`src/rtl/uart_pkg.sv`:
```
// Shared UART definitions: receiver FSM state encoding and the default bit period
// used by both the receiver and the transmitter.
package uart_pkg;

  typedef enum logic [2:0] {
    IDLE,
    START,
    DATA,
    PARITY,
    STOP
  } rx_state_t;

  localparam int CLK_PER_BIT_DEF = 2604;

endpackage

```
`src/rtl/sync_fifo.sv`:
```
// Single-clock first-word-fall-through FIFO; pointers carry one extra wrap bit
// so full and empty are told apart by the MSB compare.
module sync_fifo #(
  parameter int WIDTH = 8,
  parameter int DEPTH = 4
) (
  input  logic             clk,
  input  logic             rst,
  input  logic             push,
  input  logic             pop,
  input  logic [WIDTH-1:0] din,
  output logic [WIDTH-1:0] dout,
  output logic             full,
  output logic             empty
);

  localparam int AW = $clog2(DEPTH);

  logic [WIDTH-1:0] mem [DEPTH];
  logic [AW:0]      wr_ptr;
  logic [AW:0]      rd_ptr;
  logic             do_push;
  logic             do_pop;

  assign empty   = (wr_ptr == rd_ptr);
  assign full    = (wr_ptr[AW] != rd_ptr[AW]) && (wr_ptr[AW-1:0] == rd_ptr[AW-1:0]);
  assign do_pop  = pop && !empty;
  // A pop in the same cycle frees the slot, so a full FIFO still takes the push.
  assign do_push = push && (!full || do_pop);

  always_ff @(posedge clk or posedge rst) begin
    if (rst) begin
      wr_ptr <= '0;
      rd_ptr <= '0;
    end else begin
      if (do_push) wr_ptr <= wr_ptr + 1'b1;
      if (do_pop)  rd_ptr <= rd_ptr + 1'b1;
    end
  end

  always_ff @(posedge clk) begin
    if (do_push) mem[wr_ptr[AW-1:0]] <= din;
  end

  assign dout = empty ? '0 : mem[rd_ptr[AW-1:0]];

endmodule

```
`src/rtl/uart_rx_fifo.sv`:
```
// UART receiver: synchronizes RX, decodes start/data/parity/stop with a baud
// counter, and queues good frames into a small FIFO with sticky error flags.
module uart_rx_fifo
  import uart_pkg::*;
#(
  parameter int CLK_PER_BIT = CLK_PER_BIT_DEF,
  parameter int DATA_BITS   = 8,
  parameter int PARITY_EN   = 0,
  parameter int PARITY_ODD  = 0,
  parameter int FIFO_DEPTH  = 4
) (
  input  logic                 clk,
  input  logic                 rst,
  input  logic                 RX,
  input  logic                 rd_en,
  input  logic                 err_clr,
  output logic [DATA_BITS-1:0] cmd,
  output logic                 rdy,
  output logic                 frame_err,
  output logic                 parity_err,
  output logic                 overrun
);

  localparam int            CW       = $clog2(CLK_PER_BIT);
  localparam int            BW       = $clog2(DATA_BITS + 1);
  localparam logic [CW-1:0] CNT_LAST = CW'(CLK_PER_BIT - 1);
  localparam logic [CW-1:0] CNT_HALF = CW'(CLK_PER_BIT / 2 - 1);
  localparam logic [BW-1:0] BIT_LAST = BW'(DATA_BITS - 1);

  function automatic logic parity_bad(input logic [DATA_BITS-1:0] d, input logic p);
    return ((^d) ^ p) != 1'(PARITY_ODD);
  endfunction

  logic rx_s1;
  logic rxs;
  logic rxs_d;

  rx_state_t            state, state_nx;
  logic [CW-1:0]        cnt, cnt_nx;
  logic [BW-1:0]        bit_cnt, bit_cnt_nx;
  logic [DATA_BITS-1:0] shift, shift_nx;
  logic                 par_bit, par_bit_nx;
  logic                 push_req;
  logic                 frame_set;
  logic                 parity_set;
  logic                 overrun_set;
  logic                 fifo_full;
  logic                 fifo_empty;
  logic                 pop;

  // Synchronizer stage; rxs_d holds the previous rxs for falling-edge detect.
  always_ff @(posedge clk or posedge rst) begin
    if (rst) begin
      rx_s1 <= 1'b1;
      rxs   <= 1'b1;
      rxs_d <= 1'b1;
    end else begin
      rx_s1 <= RX;
      rxs   <= rx_s1;
      rxs_d <= rxs;
    end
  end

  // Frame decoder state.
  always_ff @(posedge clk or posedge rst) begin
    if (rst) begin
      state   <= IDLE;
      cnt     <= '0;
      bit_cnt <= '0;
      shift   <= '0;
      par_bit <= 1'b0;
    end else begin
      state   <= state_nx;
      cnt     <= cnt_nx;
      bit_cnt <= bit_cnt_nx;
      shift   <= shift_nx;
      par_bit <= par_bit_nx;
    end
  end

  always_comb begin
    state_nx   = state;
    cnt_nx     = (cnt == CNT_LAST) ? '0 : cnt + 1'b1;
    bit_cnt_nx = bit_cnt;
    shift_nx   = shift;
    par_bit_nx = par_bit;
    push_req   = 1'b0;
    frame_set  = 1'b0;
    parity_set = 1'b0;
    case (state)
      IDLE: begin
        cnt_nx     = '0;
        bit_cnt_nx = '0;
        if (rxs_d && !rxs) state_nx = START;
      end
      START: begin
        if (cnt == CNT_HALF) begin
          cnt_nx   = '0;
          state_nx = rxs ? IDLE : DATA;
        end
      end
      DATA: begin
        if (cnt == CNT_LAST) begin
          shift_nx   = {rxs, shift[DATA_BITS-1:1]};
          bit_cnt_nx = bit_cnt + 1'b1;
          if (bit_cnt == BIT_LAST) state_nx = (PARITY_EN != 0) ? PARITY : STOP;
        end
      end
      PARITY: begin
        if (cnt == CNT_LAST) begin
          par_bit_nx = rxs;
          state_nx   = STOP;
        end
      end
      STOP: begin
        // A low stop bit returns to IDLE with rxs still low, so a break cannot
        // restart until the line goes high and falls again.
        if (cnt == CNT_LAST) begin
          state_nx = IDLE;
          if (!rxs)                                          frame_set  = 1'b1;
          else if ((PARITY_EN != 0) && parity_bad(shift, par_bit)) parity_set = 1'b1;
          else                                               push_req   = 1'b1;
        end
      end
      default: state_nx = IDLE;
    endcase
  end

  assign pop         = rd_en && !fifo_empty;
  assign overrun_set = push_req && fifo_full && !pop;

  sync_fifo #(
    .WIDTH (DATA_BITS),
    .DEPTH (FIFO_DEPTH)
  ) u_fifo (
    .clk   (clk),
    .rst   (rst),
    .push  (push_req),
    .pop   (pop),
    .din   (shift),
    .dout  (cmd),
    .full  (fifo_full),
    .empty (fifo_empty)
  );

  assign rdy = !fifo_empty;

  // Sticky flags: a new error in the clearing cycle takes priority.
  always_ff @(posedge clk or posedge rst) begin
    if (rst) begin
      frame_err  <= 1'b0;
      parity_err <= 1'b0;
      overrun    <= 1'b0;
    end else begin
      frame_err  <= frame_set   | (frame_err  & ~err_clr);
      parity_err <= parity_set  | (parity_err & ~err_clr);
      overrun    <= overrun_set | (overrun    & ~err_clr);
    end
  end

endmodule

```
`config.mk`:
```
export PLATFORM = sky130hd
export DESIGN_NAME = uart_rx_fifo
export DESIGN_NICKNAME = d
export VERILOG_FILES = /design/src/rtl/uart_pkg.sv /design/src/rtl/sync_fifo.sv /design/src/rtl/uart_rx_fifo.sv
export SDC_FILE = /design/constraint.sdc
export NUM_CORES = 1
export LEC_CHECK = 0
export BUFFER_PORTS_ARGS = -buffer_cell sky130_fd_sc_hd__buf_2
export CORE_ASPECT_RATIO = 0.75
export CORE_MARGIN = 4
export CORE_UTILIZATION = 50
export CTS_BUF_LIST = sky130_fd_sc_hd__clkbuf_2 sky130_fd_sc_hd__clkbuf_4 sky130_fd_sc_hd__clkbuf_8
export DETAILED_ROUTE_END_ITERATION = 8
export PLACE_DENSITY = 0.67
export SYNTH_ARGS = -nofsm -noshare
export SYNTH_HDL_FRONTEND = slang
export SYNTH_SLANG_ARGS = --single-unit
export TNS_END_PERCENT = 30
```
`constraint.sdc`:
```
create_clock -name clk -period 3.2 [get_ports clk]
set_clock_uncertainty 0.05 [all_clocks]
set_input_delay 0.32 -clock clk [delete_from_list [all_inputs] [get_ports clk]]
set_output_delay 0.32 -clock clk [all_outputs]
set_load 0.01 [all_outputs]
```
* Word-level counts from Yosys, hierarchy flattened
Memories as Yosys holds them, arrays and structs flattened.
Index checks and enable logic that the tools add are counted.
** Storage, ports and cells
- Register bits after elaboration :: 39
- Memory bits (writable) :: 32
- Input bits :: 5
- Output and inout bits :: 12
- Word-level logic and storage cells :: 78
- Memories :: 1
** Memory list
- u_fifo.mem :: words 4, bits a word 8, read ports 1, clocked after memory_dff 0, write ports 1, RTL line sync_fifo.sv:19 : logic [WIDTH-1:0] mem [DEPTH];
** Cells by class
- $add $sub $neg :: 4
- Equal/unequal tests :: 16
- Mux-type cells :: 22
- Bitwise logic cells :: 6
- Reductions and logical operators :: 17
** Operators with widths (count)
- $mux 12 :: 2
- $pmux 12 s2 :: 1
- $mux 3 :: 6
- $pmux 3 s5 :: 1
- $add 12x1->12 const B :: 1
- $eq 12x11->1 const B :: 1
- $eq 12x12->1 const B :: 1
- $ne 2x2->1 const B :: 6
- $mux 1 :: 8
- $mux 8 :: 1
- $pmux 4 s2 :: 1
- $logic_and 1x1->1 :: 7
- $add 3x1->3 const B :: 2
- $eq 3x2->1 const B :: 2
- $reduce_and 6->1 :: 1
- $add 4x1->4 const B :: 1
- $eq 4x3->1 const B :: 1
- $logic_not 1->1 :: 4
- $mux 4 :: 1
- $reduce_and 2->1 :: 2
- $and 1x1->1 :: 3
- $eq 3x1->1 const B :: 1
- $eq 3x3->1 :: 1
- $eq 3x3->1 const B :: 1
- other kinds (8) :: 9

* Logic depth before layout (Yosys ltp)
Gate-level depths: netlist of run 1.
- Word-level depth :: 8
- Depth in mapped cells :: 7
- Mapped depth without buffers :: 6

* By module
Synthesis of run 1 repeated with hierarchy kept, for this count alone.
** Unflattened totals
- Cell total of the unflattened synthesis :: 227
- Area, all modules :: 3220.6 µm²
** Modules (own cells, without submodules)
- sync_fifo :: times used 1, cells each 86, area an instance 1665.3 µm², seq. area each 1111.1 µm²
- uart_rx_fifo :: times used 1, cells each 141, area an instance 1555.2 µm², seq. area each 829.5 µm²

* Least setup slack after synthesis of run 1
Ideal clock, no wire load.
- Kind :: register to register
- From :: register cnt[0]
- To :: memory u_fifo.mem[3][0], enable pin
- Setup time :: 395 ps
- Arrival time :: 1990 ps
- Path slack :: 765 ps
- Stages on the path, launching flop included :: 5
- Path buffers :: 0
- Clock period less this slack :: 2435 ps
- Path through :: dfrtp_1 ha_1 and4bb_2 nand4_4 nor4_1
** Between the ends
- Word-level cells in the longest chain between the ends :: 6
** RTL lines
- start: declaration :: RTL line uart_rx_fifo.sv:39 : logic [CW-1:0] cnt, cnt_nx;
- start signal: assignment :: RTL line uart_rx_fifo.sv:74 : cnt <= cnt_nx;
- $eq 12x12->1 :: RTL line uart_rx_fifo.sv:118 : if (cnt == CNT_LAST) begin
- $mux 1 :: RTL line uart_rx_fifo.sv:118
- $mux 1 :: RTL line uart_rx_fifo.sv:90 : case (state)
- $logic_and 1x1->1 :: RTL line sync_fifo.sv:29 : assign do_push = push && (!full || do_pop);
- $mux 1 :: RTL line sync_fifo.sv:42 : if (do_push) mem[wr_ptr[AW-1:0]] <= din;
- $mux 1 (not written as such) :: RTL line sync_fifo.sv:42
- end: declaration :: RTL line sync_fifo.sv:19
No other way between the ends.

* Worst setup path after layout of run 1
- From :: register cnt[0]
- To :: memory u_fifo.mem[0][3], enable pin
The elaborated chain is that of the path after synthesis.

==> results.md, run 1 <==
- Crit-path cells: ha_1 > and4bb_2 > nand4_4 > nor3_4 > and2_1
- Antenna-violating nets left: 0
- CP arrival: 2310 ps
- M1 GR Usage: 24.2%
- H-Tree Depth: 3
- Post-synthesis area per instance: 14.5 um2
- Yosys top cell area share: 30.5%
- Number of global-route vias before repair: 1,681
- Max Slew Vio Count: 0
- CTS root buffer: clkbuf_8
- Yosys top cell by area: edfxtp_1
- Nature of the critical path startpoint: flop
- Top post-synthesis cells by count: 36 x dfrtp_1, 32 x edfxtp_1, 13 x nor2_1
- Slowest CP cell: and2_1
- Crit path time final: 2370 ps
- TritonRoute pass-1 iters: 4
- Status: finished clean
- #FFs+latches synth: 71
- Worst Setup End Kind: flop
- Cells after DPL: 307
- Detailed Route WL: 5500 um
- DR WL/cell: 17.0 um
- Core Util, Final: 58.6%
- CTS sink count: 71
- Ys flop type: dfrtp_1
- R2R Setup Slk: 830 ps
- Met2 Track Usage GR: 20.2%
- Power Density: 640 nW/um2
- Number of flops mapped to enable cells by yosys: 32
- R2r startpoint: cnt[0]
- Post-Synthesis Cells: 218
- CP top delay family: simple AND/OR/NAND/NOR gates
- Worst slew pin tran: 500 ps
- CP bufs+invs: 0
- Share of flip-flops with an asynchronous set or reset: 54.9%
- CP Class: reg -> reg
- Pleak: 1.48 nW
- Worst Path Max Fanout: 10
- Most used routing layer: met1
- Initial antenna violation count: 0
- Slew headroom: 66.7%
- CP max stage delay: 460 ps
- Drc violations: 0
- # Max-Cap Violations: 0
- Cell with the most instances after synthesis: dfrtp_1
- Synth warnings: 0
- Drt initial violations: 174
- Num CTS Buffers: 9
- GR met3 Demand/Resource: 5.71%
- Layout cells sized above 1: 26.1%
- Core Rows: 24
- Synth top area cells: edfxtp_1 30%, dfrtp_1 29%, mux4_2 5.7%
- GP Congestion: 0.815
- # port buffers: 16
- Hold path start: RX
- Worst-path clk slew: 70 ps
- Skew-Pair Late Insertion Delay: 340 ps
- Post-CTS resize count: 0
- Layout Cells excl Fill: 323
- Hold depth: 1
- Reg2Reg Capture Point: u_fifo.mem[0][3]
- Die ar.: 7660 um2
- Syn_nets: 231
- Vias post-DR: 1,768
- Layout area overhead: 10.9%
- Pin count of the biggest net entering global routing: 40
- Pre-CTS setup slack: 846 ps
- Die width: 99.7 um
- TNS Setup: 0 ps
- Fmax: 422 MHz
- Synth cell types: 46
- CP required: 3140 ps
- GRT overflow: 0
- Nets: 253
- Core Box Area: 5980 um2
- Hold Vio Cnt, Final: 0
- Initial core utilization: 52.8%
- RSZ-0062 raised after global routing: no
- Die Y: 76.8 um
- First-pass GRT wire length: 9040 um
- Peak supply drop: 0.235 mV
- Synthesized cell area: 3150 um2
- CTS tree: yes
- Bufs on Longest Clock Path: 2
- Period utilisation layout: 74.0%
- Final number of setup-violating endpoints: 0
- Post-CTS setup buffer count: 0
- Hold WC Path Type: in -> reg
- Cts hold-fix bufs: 0
- Vias/cell: 5.47
- Global Route Usage Sum: 15.7%
- Fin worst setup slack: 831 ps
- Hold EP: rx_s1
- # diodes: 0
- Post-DP HPWL: 3800 um
- Sequential share of the synthesized area: 61.5%
- R2R cell count: 5
- Io pins: 17
==> metrics by stage <==
step / total power [mW] / area, um2 / hold WS [ps]
4_1_cts: 2.27 / 3500 / 4.48
3_5_place_dp: 1.59 / 3310 / 298
6_report: 2.24 / 3500 / 19.3
2_1_floorplan: 1.46 / 3150 / 274
5_1_grt: 2.37 / 3500 / 1.27
3_3_place_gp: 1.58 / 3310 / 297
==> per-layer routing <==
layer  vias up  routed length (um)  part of all wire, %
li1        846                   -                    -
met1       870                2830                   51
met2        50                2300                   42
met3         2                 340                  6.2
met4         0                  31                 0.56
met5         -                   0                    0
==> logic make-up (layout without fill, tap and decap cells) <==
group / Yosys count / after routing / share of synthesized area, %
DFF: 71 / 71 / 61.5
and+or+nand+nor: 69 / 69 / 14.8
buffers and inverters: 19 / 46 / 2.78
muxes: 18 / 18 / 9.64
AOI/OAI and AO/OA: 17 / 17 / 3.65
xor gates and xnor gates: 16 / 16 / 4.44
adders and majority gates: 8 / 8 / 3.17
==> how the worst max path moves through the flow <==
stage	slack, ps	cells past startpoint	endpoint	startpoint
global placement	990	5	u_fifo.mem[0][0]	cnt[0]
detailed placement	850	5	u_fifo.mem[0][1]	cnt[0]
floorplan	760	4	u_fifo.mem[3][0]	cnt[0]
CTS	840	5	u_fifo.mem[0][2]	cnt[0]
global route	710	5	u_fifo.mem[0][3]	cnt[0]
finish	830	5	u_fifo.mem[0][3]	cnt[0]
==> where the power goes <==
group          leakage [nW]  switching, mW  internal, mW
logic                 0.539          0.221         0.252
clock network        0.0941          0.323         0.353
registers             0.846         0.0907          1.00
total                  1.48          0.635          1.61
==> layout by cell type, fill, tap and decap left out, types with 2 or more instances in the layout <==
cell,n
inv_1,10
dfrtp_1,36
mux4_2,8
nor4_1,2
buf_2,16
dfstp_2,3
mux2_4,3
nand2_1,6
clkinv_2,2
clkbuf_8,9
xnor2_1,5
o211ai_1,4
nand3b_1,2
nand3_1,10
nor4bb_1,2
a21oi_1,3
nor2b_1,2
or3_1,2
o31ai_1,2
clkinv_1,2
edfxtp_1,32
o21ai_0,4
nor2_1,13
and4b_1,2
ha_1,8
mux2_2,7
nand4_1,2
buf_4,4
nor3b_1,2
xor2_1,11
and2_1,10
and4_1,3
==> sequential cells by signal, indices dropped and copies added, names as in the netlist, 3 cells and up <==
name	cells
shift	8
u_fifo.rd_ptr	3
u_fifo.mem	32
bit_cnt	4
cnt	12
state	3
u_fifo.wr_ptr	3
==> cell type report <==
| type | instances | area [um2] |
|---|---|---|
| repair buffers | 20 | 110 |
| clock inverters | 7 | 63.8 |
| flip-flops and latches | 71 | 1940 |
| well taps | 78 | 97.6 |
| clock buffers | 9 | 124 |
| inverters | 10 | 37.5 |
| fillers | 462 | 2480 |
| multi-input cells | 128 | 1130 |
(Power assumes the default switching activity.)
==> run 2: changes to the inputs <==
--- a/config.mk
+++ b/config.mk
@@ -5,6 +5,7 @@
 export SDC_FILE = /design/constraint.sdc
 export NUM_CORES = 1
 export LEC_CHECK = 0
+export ABC_AREA = 1
 export BUFFER_PORTS_ARGS = -buffer_cell sky130_fd_sc_hd__buf_2
 export CORE_ASPECT_RATIO = 0.75
 export CORE_MARGIN = 4
==> constraint.sdc (replaced) <==
create_clock -name clk -period 2.4 [get_ports clk]
set_clock_uncertainty 0.05 [all_clocks]
set_input_delay 0.24 -clock clk [delete_from_list [all_inputs] [get_ports clk]]
set_output_delay 0.24 -clock clk [all_outputs]
set_load 0.01 [all_outputs]
==> run 2 against run 1 <==
Sequential power is 33% higher. Critical path depth rose by 3. Via count increased by 37%. Wire length increased by 23%. Clock-buffer cell count unchanged. Register-to-register slack worse by 420 ps. Critical path type is now reg -> out. Combinational power rose by 140%. Cell area is 8.4% higher. Largest power group unchanged. Total power increased by 53%. Clock power increased by 22%.
==> results.md, run 2 <==
- Status: finished clean
- Most common cell after layout, fill and taps aside: nand2_1
- CP Class: reg -> out
- R2r startpoint: cnt[0]
- Core Box Area: 6470 um2
- Drt initial violations: 146
- Synth top area cells: edfxtp_1 28%, dfrtp_1 26%, nand2_1 8.8%
- GP Congestion: 0.876
- Period utilisation layout: 86.7%
- TNS Setup: 0 ps
- Die Y: 79.7 um
- Worst slew pin tran: 499 ps
- CP max stage delay: 490 ps
- Worst-path clk slew: 70 ps
- Post-synthesis area per instance: 9.47 um2
- Skew-Pair Late Insertion Delay: 350 ps
- Vias/cell: 5.10
- # diodes: 0
- #FFs+latches synth: 71
- Hold Vio Cnt, Final: 0
- Nets: 403
- Number of flops mapped to enable cells by yosys: 32
- Synthesized cell area: 3430 um2
- Peak supply drop: 0.415 mV
- Synth warnings: 0
- Detailed Route WL: 6790 um
- Fmax: 481 MHz
- Share of flip-flops with an asynchronous set or reset: 54.9%
- Die ar.: 8260 um2
- Bufs on Longest Clock Path: 2
- Sequential share of the synthesized area: 56.6%
- DP Area: 3590 um2
- CP Depth: 8
- CP bufs+invs: 3
- Final number of setup-violating endpoints: 0
- Cells after DPL: 457
- Crit-path cells: inv_4 > nand2_2 > nand2_2 > nor2_4 > nand2_1 > nand2_1 > inv_1 > buf_2
- # fillers: 555
- Nature of the critical path startpoint: flop
- Initial core utilization: 52.9%
- Top post-synthesis cells by count: 80 x nand2_1, 45 x nor2_1, 36 x dfrtp_1
- Pleak: 1.77 nW
- Area of the multi-input gates: 1250 um2
- Vias post-DR: 2,427
- Worst Setup End Kind: output pin
- Max reg flops: 32
- Yosys top cell by area: edfxtp_1
- Power Density: 902 nW/um2
- CTS root buffer: clkbuf_8
- Core Rows: 25
- CTS sink count: 71
- # Max-Cap Violations: 0
- Die width: 104 um
- Design Area, Final: 3790 um2
- Syn_nets: 375
- Sequential standard cell area: 1940 um2
- Post-DP HPWL: 4890 um
- CP top delay family: simple AND/OR/NAND/NOR gates
- Max Slew Vio Count: 0
- Antenna-violating nets left: 0
- Slew headroom: 66.7%
- Ys flop type: dfrtp_1
- Num CTS Buffers: 9
- Layout Cells excl Fill: 476
- GRT overflow: 0
- R2R Setup Slk: 410 ps
- Io pins: 17
- Crit path time final: 2080 ps
- TritonRoute pass-1 iters: 4
- R2R cell count: 8
- Layout cells sized above 1: 22.0%
- Hold WC Path Type: in -> reg
- CP required: 2110 ps
- Cell with the most instances after synthesis: nand2_1
- Slowest CP cell: dfrtp_2
- Commonest non-fill, non-tap cells in the layout: 80 x nand2_1, 45 x nor2_1, 35 x dfrtp_1, 32 x inv_1, 32 x edfxtp_1
- Yosys top cell area share: 28.0%
- Post-CTS setup buffer count: 0
- CP endpoint: cmd[3]
- Worst Path Max Fanout: 11
- CTS tree: yes
- Layout area overhead: 10.7%
- Initial antenna violation count: 0
- Post-Synthesis Cells: 362
- CP arrival: 1790 ps
- Global Route Usage Sum: 18.4%
- H-Tree Depth: 3
- # port buffers: 16
- Pin count of the biggest net entering global routing: 40
- Synth cell types: 29
- CP Launch Point: u_fifo.rd_ptr[1]
- Number of global-route vias before repair: 2,256
- RSZ-0062 raised after global routing: no
- DR WL/cell: 14.3 um
- Drc violations: 0
- Reg2Reg Capture Point: u_fifo.mem[0][4]
- First-pass GRT wire length: 11,600 um
- Fin Hold WS: 129 ps
==> run 2: changes by cell type after synthesis, sizes merged, moves of 8 or more <==
cell	before	now
nor2	13	62
nand2	6	88
o22ai	0	8
and2	11	0
mux2	10	0
o21ai	4	24
mux4	8	0
nand3	10	22
inv	10	46
==> run 2: layout make-up <==
class	count	share of cell area, %
Sequential cell	71	51.2
Multi-Input combinational cell	237	32.8
Timing Repair Buffer	25	4.09
Clock buffer	9	3.27
Tap cell	81	2.67
Inverter	46	4.68
Clock inverter	7	1.25
==> run 2: per-layer routing <==
layer	vias to the layer above	GRT usage (%)	routed length, um	part of all wire [%]
li1	1220	-	-	-
met1	1137	28.5	3630	53
met5	-	0	0	0
met3	5	6.31	412	6.1
met2	65	24.3	2700	40
met4	0	4.78	51	0.75
==> run 2: where the power goes <==
group / total, mW / switching (mW) / internal [mW]
clock network: 0.825 / 0.451 / 0.374
logic: 1.15 / 0.766 / 0.383
registers: 1.45 / 0.103 / 1.34
total: 3.42 / 1.32 / 2.10
==> run 2: logic make-up (layout without fill, tap and decap cells) <==
family,after synthesis,in the layout,share of synthesized area (%)
xor gates and xnor gates,14,14,3.58
adders and majority gates,8,8,2.92
DFF,71,71,56.6
AOI/OAI and AO/OA,34,34,5.66
buffers and inverters,54,87,7.04
and+or+nand+nor,181,181,24.2
==> run 2: metrics by stage <==
step                total power, mW  worst slack (ps)  util (%)
detailed placement             2.61               427      55.5
CTS                            3.44               195      58.6
floorplan                      2.36               415         -
global placement               2.59               480      55.5
finish                         3.42               320      58.6
global route                   3.67               137      58.6
==> run 2: repair_timing <==
action,4_1_cts,5_1_grt
setup endpoints to repair,0,1
hold buffers,3,0
hold endpoints to repair,38,0
resized for setup,0,1
==> run 2: worst min-delay path, delay by kind of cell <==
kind,cells,cell delay [ps]
buffers and inverters,1,120
AND/OR/NAND/NOR,1,70
XOR/XNOR,1,60
==> run 2: how the worst min path moves through the flow <==
stage,depth (start not counted),slack [ps],startpoint,end
after global placement,1,300,RX,rx_s1
final,3,130,rd_en,u_fifo.rd_ptr[2]
after CTS,3,120,rd_en,u_fifo.rd_ptr[2]
after global routing,3,120,rd_en,u_fifo.rd_ptr[2]
after floorplan,0,190,RX,rx_s1
after detailed placement,0,300,rx_s1,rxs
==> run 3: changes to the inputs <==
--- a/config.mk
+++ b/config.mk
@@ -13,6 +13,7 @@
 export CTS_BUF_LIST = sky130_fd_sc_hd__clkbuf_2 sky130_fd_sc_hd__clkbuf_4 sky130_fd_sc_hd__clkbuf_8
 export DETAILED_ROUTE_END_ITERATION = 8
 export PLACE_DENSITY = 0.67
+export REMOVE_ABC_BUFFERS = 1
 export SYNTH_ARGS = -nofsm -noshare
 export SYNTH_HDL_FRONTEND = slang
 export SYNTH_SLANG_ARGS = --single-unit
==> run 3 against run 2 <==
Hold slack better by 6.4 ps. Clock-buffer cell count is 3 higher. Die area stayed put. Cell area is 1.3% higher. Non-clock buffer count stayed put. Clock power is 27% higher. Final cell count stayed put. Sequential power hardly changed. Global-route usage is 0.076 points lower. Wire length is 0.53% higher.
==> results.md, run 3 (synthesized netlist as in run 2, its figures left out) <==
- Initial antenna violation count: 0
- Cts hold-fix bufs: 3
- Pin count of the biggest net entering global routing: 40
- Core Box Area: 6470 um2
- DR WL/cell: 14.3 um
- Layout area overhead: 12.1%
- Detailed Route WL: 6830 um
- Max Slew Vio Count: 0
- # port buffers: 16
- Final number of setup-violating endpoints: 0
- GP Congestion: 0.872
- CTS root buffer: clkbuf_8
- Most common cell after layout, fill and taps aside: nand2_1
- Period utilisation layout: 90.6%
- Layout cells sized above 1: 21.8%
- GRT overflow: 0
- # Max-Cap Violations: 0
- Bufs on Longest Clock Path: 2
- CTS sink count: 71
- Slew headroom: 66.8%
- Status: finished clean
- Worst Path Max Fanout: 11
- Post-CTS resize count: 0
- Drt initial violations: 155
- Crit-path cells: inv_4 > nand2_2 > nand2_2 > nor2_4 > nand2_1 > nand2_1 > inv_1 > buf_2
- # fillers: 564
- First-pass GRT wire length: 11,700 um
- Peak supply drop: 0.430 mV
- Vias post-DR: 2,400
- RSZ-0062 raised after global routing: no
- Worst Setup End Kind: output pin
- Die Y: 79.7 um
- CP Class: reg -> out
- H-Tree Depth: 3
- Nets: 403
- CP arrival: 1880 ps
- Layout Cells excl Fill: 476
- Io pins: 17
- Die ar.: 8260 um2
- Global Route Usage Sum: 18.4%
- Drc violations: 0
- Post-CTS setup buffer count: 0
- Pleak: 1.80 nW
- Post-DP HPWL: 4790 um
- TritonRoute pass-1 iters: 5
- Hold WC Path Type: in -> reg
- CTS tree: yes
- Max reg flops: 32
- Power Density: 946 nW/um2
- Core Util, Final: 59.3%
- CP bufs+invs: 3
- Worst-path clk slew: 70 ps
- Skew-Pair Late Insertion Delay: 340 ps
- Antenna-violating nets left: 0
- Number of global-route vias before repair: 2,290
- Crit path time final: 2170 ps
- Num CTS Buffers: 9
- TNS Setup: 0 ps
- Initial core utilization: 52.9%
- Commonest non-fill, non-tap cells in the layout: 80 x nand2_1, 45 x nor2_1, 36 x dfrtp_1, 32 x inv_1, 32 x edfxtp_1
- Fmax: 460 MHz
- Power Total: 3.63 mW
- Die width: 104 um
- CP max stage delay: 580 ps
- # diodes: 0
- Cells after DPL: 457
- CP required: 2110 ps
- Core Rows: 25
- Nature of the critical path startpoint: flop
- Slowest CP cell: dfrtp_1
- Hold Vio Cnt, Final: 0
- Vias/cell: 5.04
- Worst slew pin tran: 498 ps
- CP top delay family: simple AND/OR/NAND/NOR gates
[run 3: cell types whose count changed in the layout (fill, tap and decap cells not counted)]
cell / previous run / this run
clkinvlp_4: 1 / 0
clkbuf_8: 9 / 10
inv_6: 1 / 0
clkinv_4: 2 / 0
dfrtp_2: 1 / 0
dfrtp_1: 35 / 36
bufinv_16: 0 / 2
clkinv_2: 2 / 1
clkbuf_4: 0 / 2
[run 3: worst paths after layout]
check | start | to | slack, ps | cells past startpoint
setup / recovery | u_fifo.rd_ptr[1] | cmd[5] | 230 | 8
hold / removal | rd_en | u_fifo.rd_ptr[2] | 130 | 3
setup reg to reg | cnt[0] | u_fifo.mem[2][2] | 370 | 8
hold reg to reg | rx_s1 | rxs | 310 | 0
max in group asynchronous | rst | rxs_d | 1420 | 4
min in group asynchronous | rst | u_fifo.rd_ptr[0] | 510 | 4
[run 3: stage by stage]
step           hold WS [ps]  cell area [um2]  setup WS, ps
6_report                135             3840           226
5_1_grt                 131             3840          7.56
4_1_cts                 115             3840           200
3_5_place_dp            297             3590           445
3_3_place_gp            296             3590           482
2_1_floorplan           194             3360           410
[run 3: per-layer routing]
metal  vias up  GRT usage [%]  wire, um
met5         -              0         0
met1      1109           27.7      3480
met3         2           5.90       447
met4         0           5.18        28
li1       1220              -         -
met2        69           25.2      2870
[run 3: area by class of cell]
type	instances	area [um2]	share of cell area (%)
clock buffers	12	153	3.97
clock inverters	4	68.8	1.79
inverters	46	178	4.62
multi-input cells	237	1250	32.4
flip-flops and latches	71	1940	50.5
well taps	81	101	2.64
repair buffers	25	155	4.04
[run 3: worst reg2reg max path, delay by kind of cell, from the launching register on]
kind	cells	cell delay, ps
flops	1	410
buf+inv	1	180
simple gates	6	760
fa+ha+maj	1	350
[run 3: power breakdown]
group          switching, mW  internal (mW)
sequential             0.108           1.34
clock                  0.419          0.632
combinational          0.749          0.382
total                   1.28           2.36
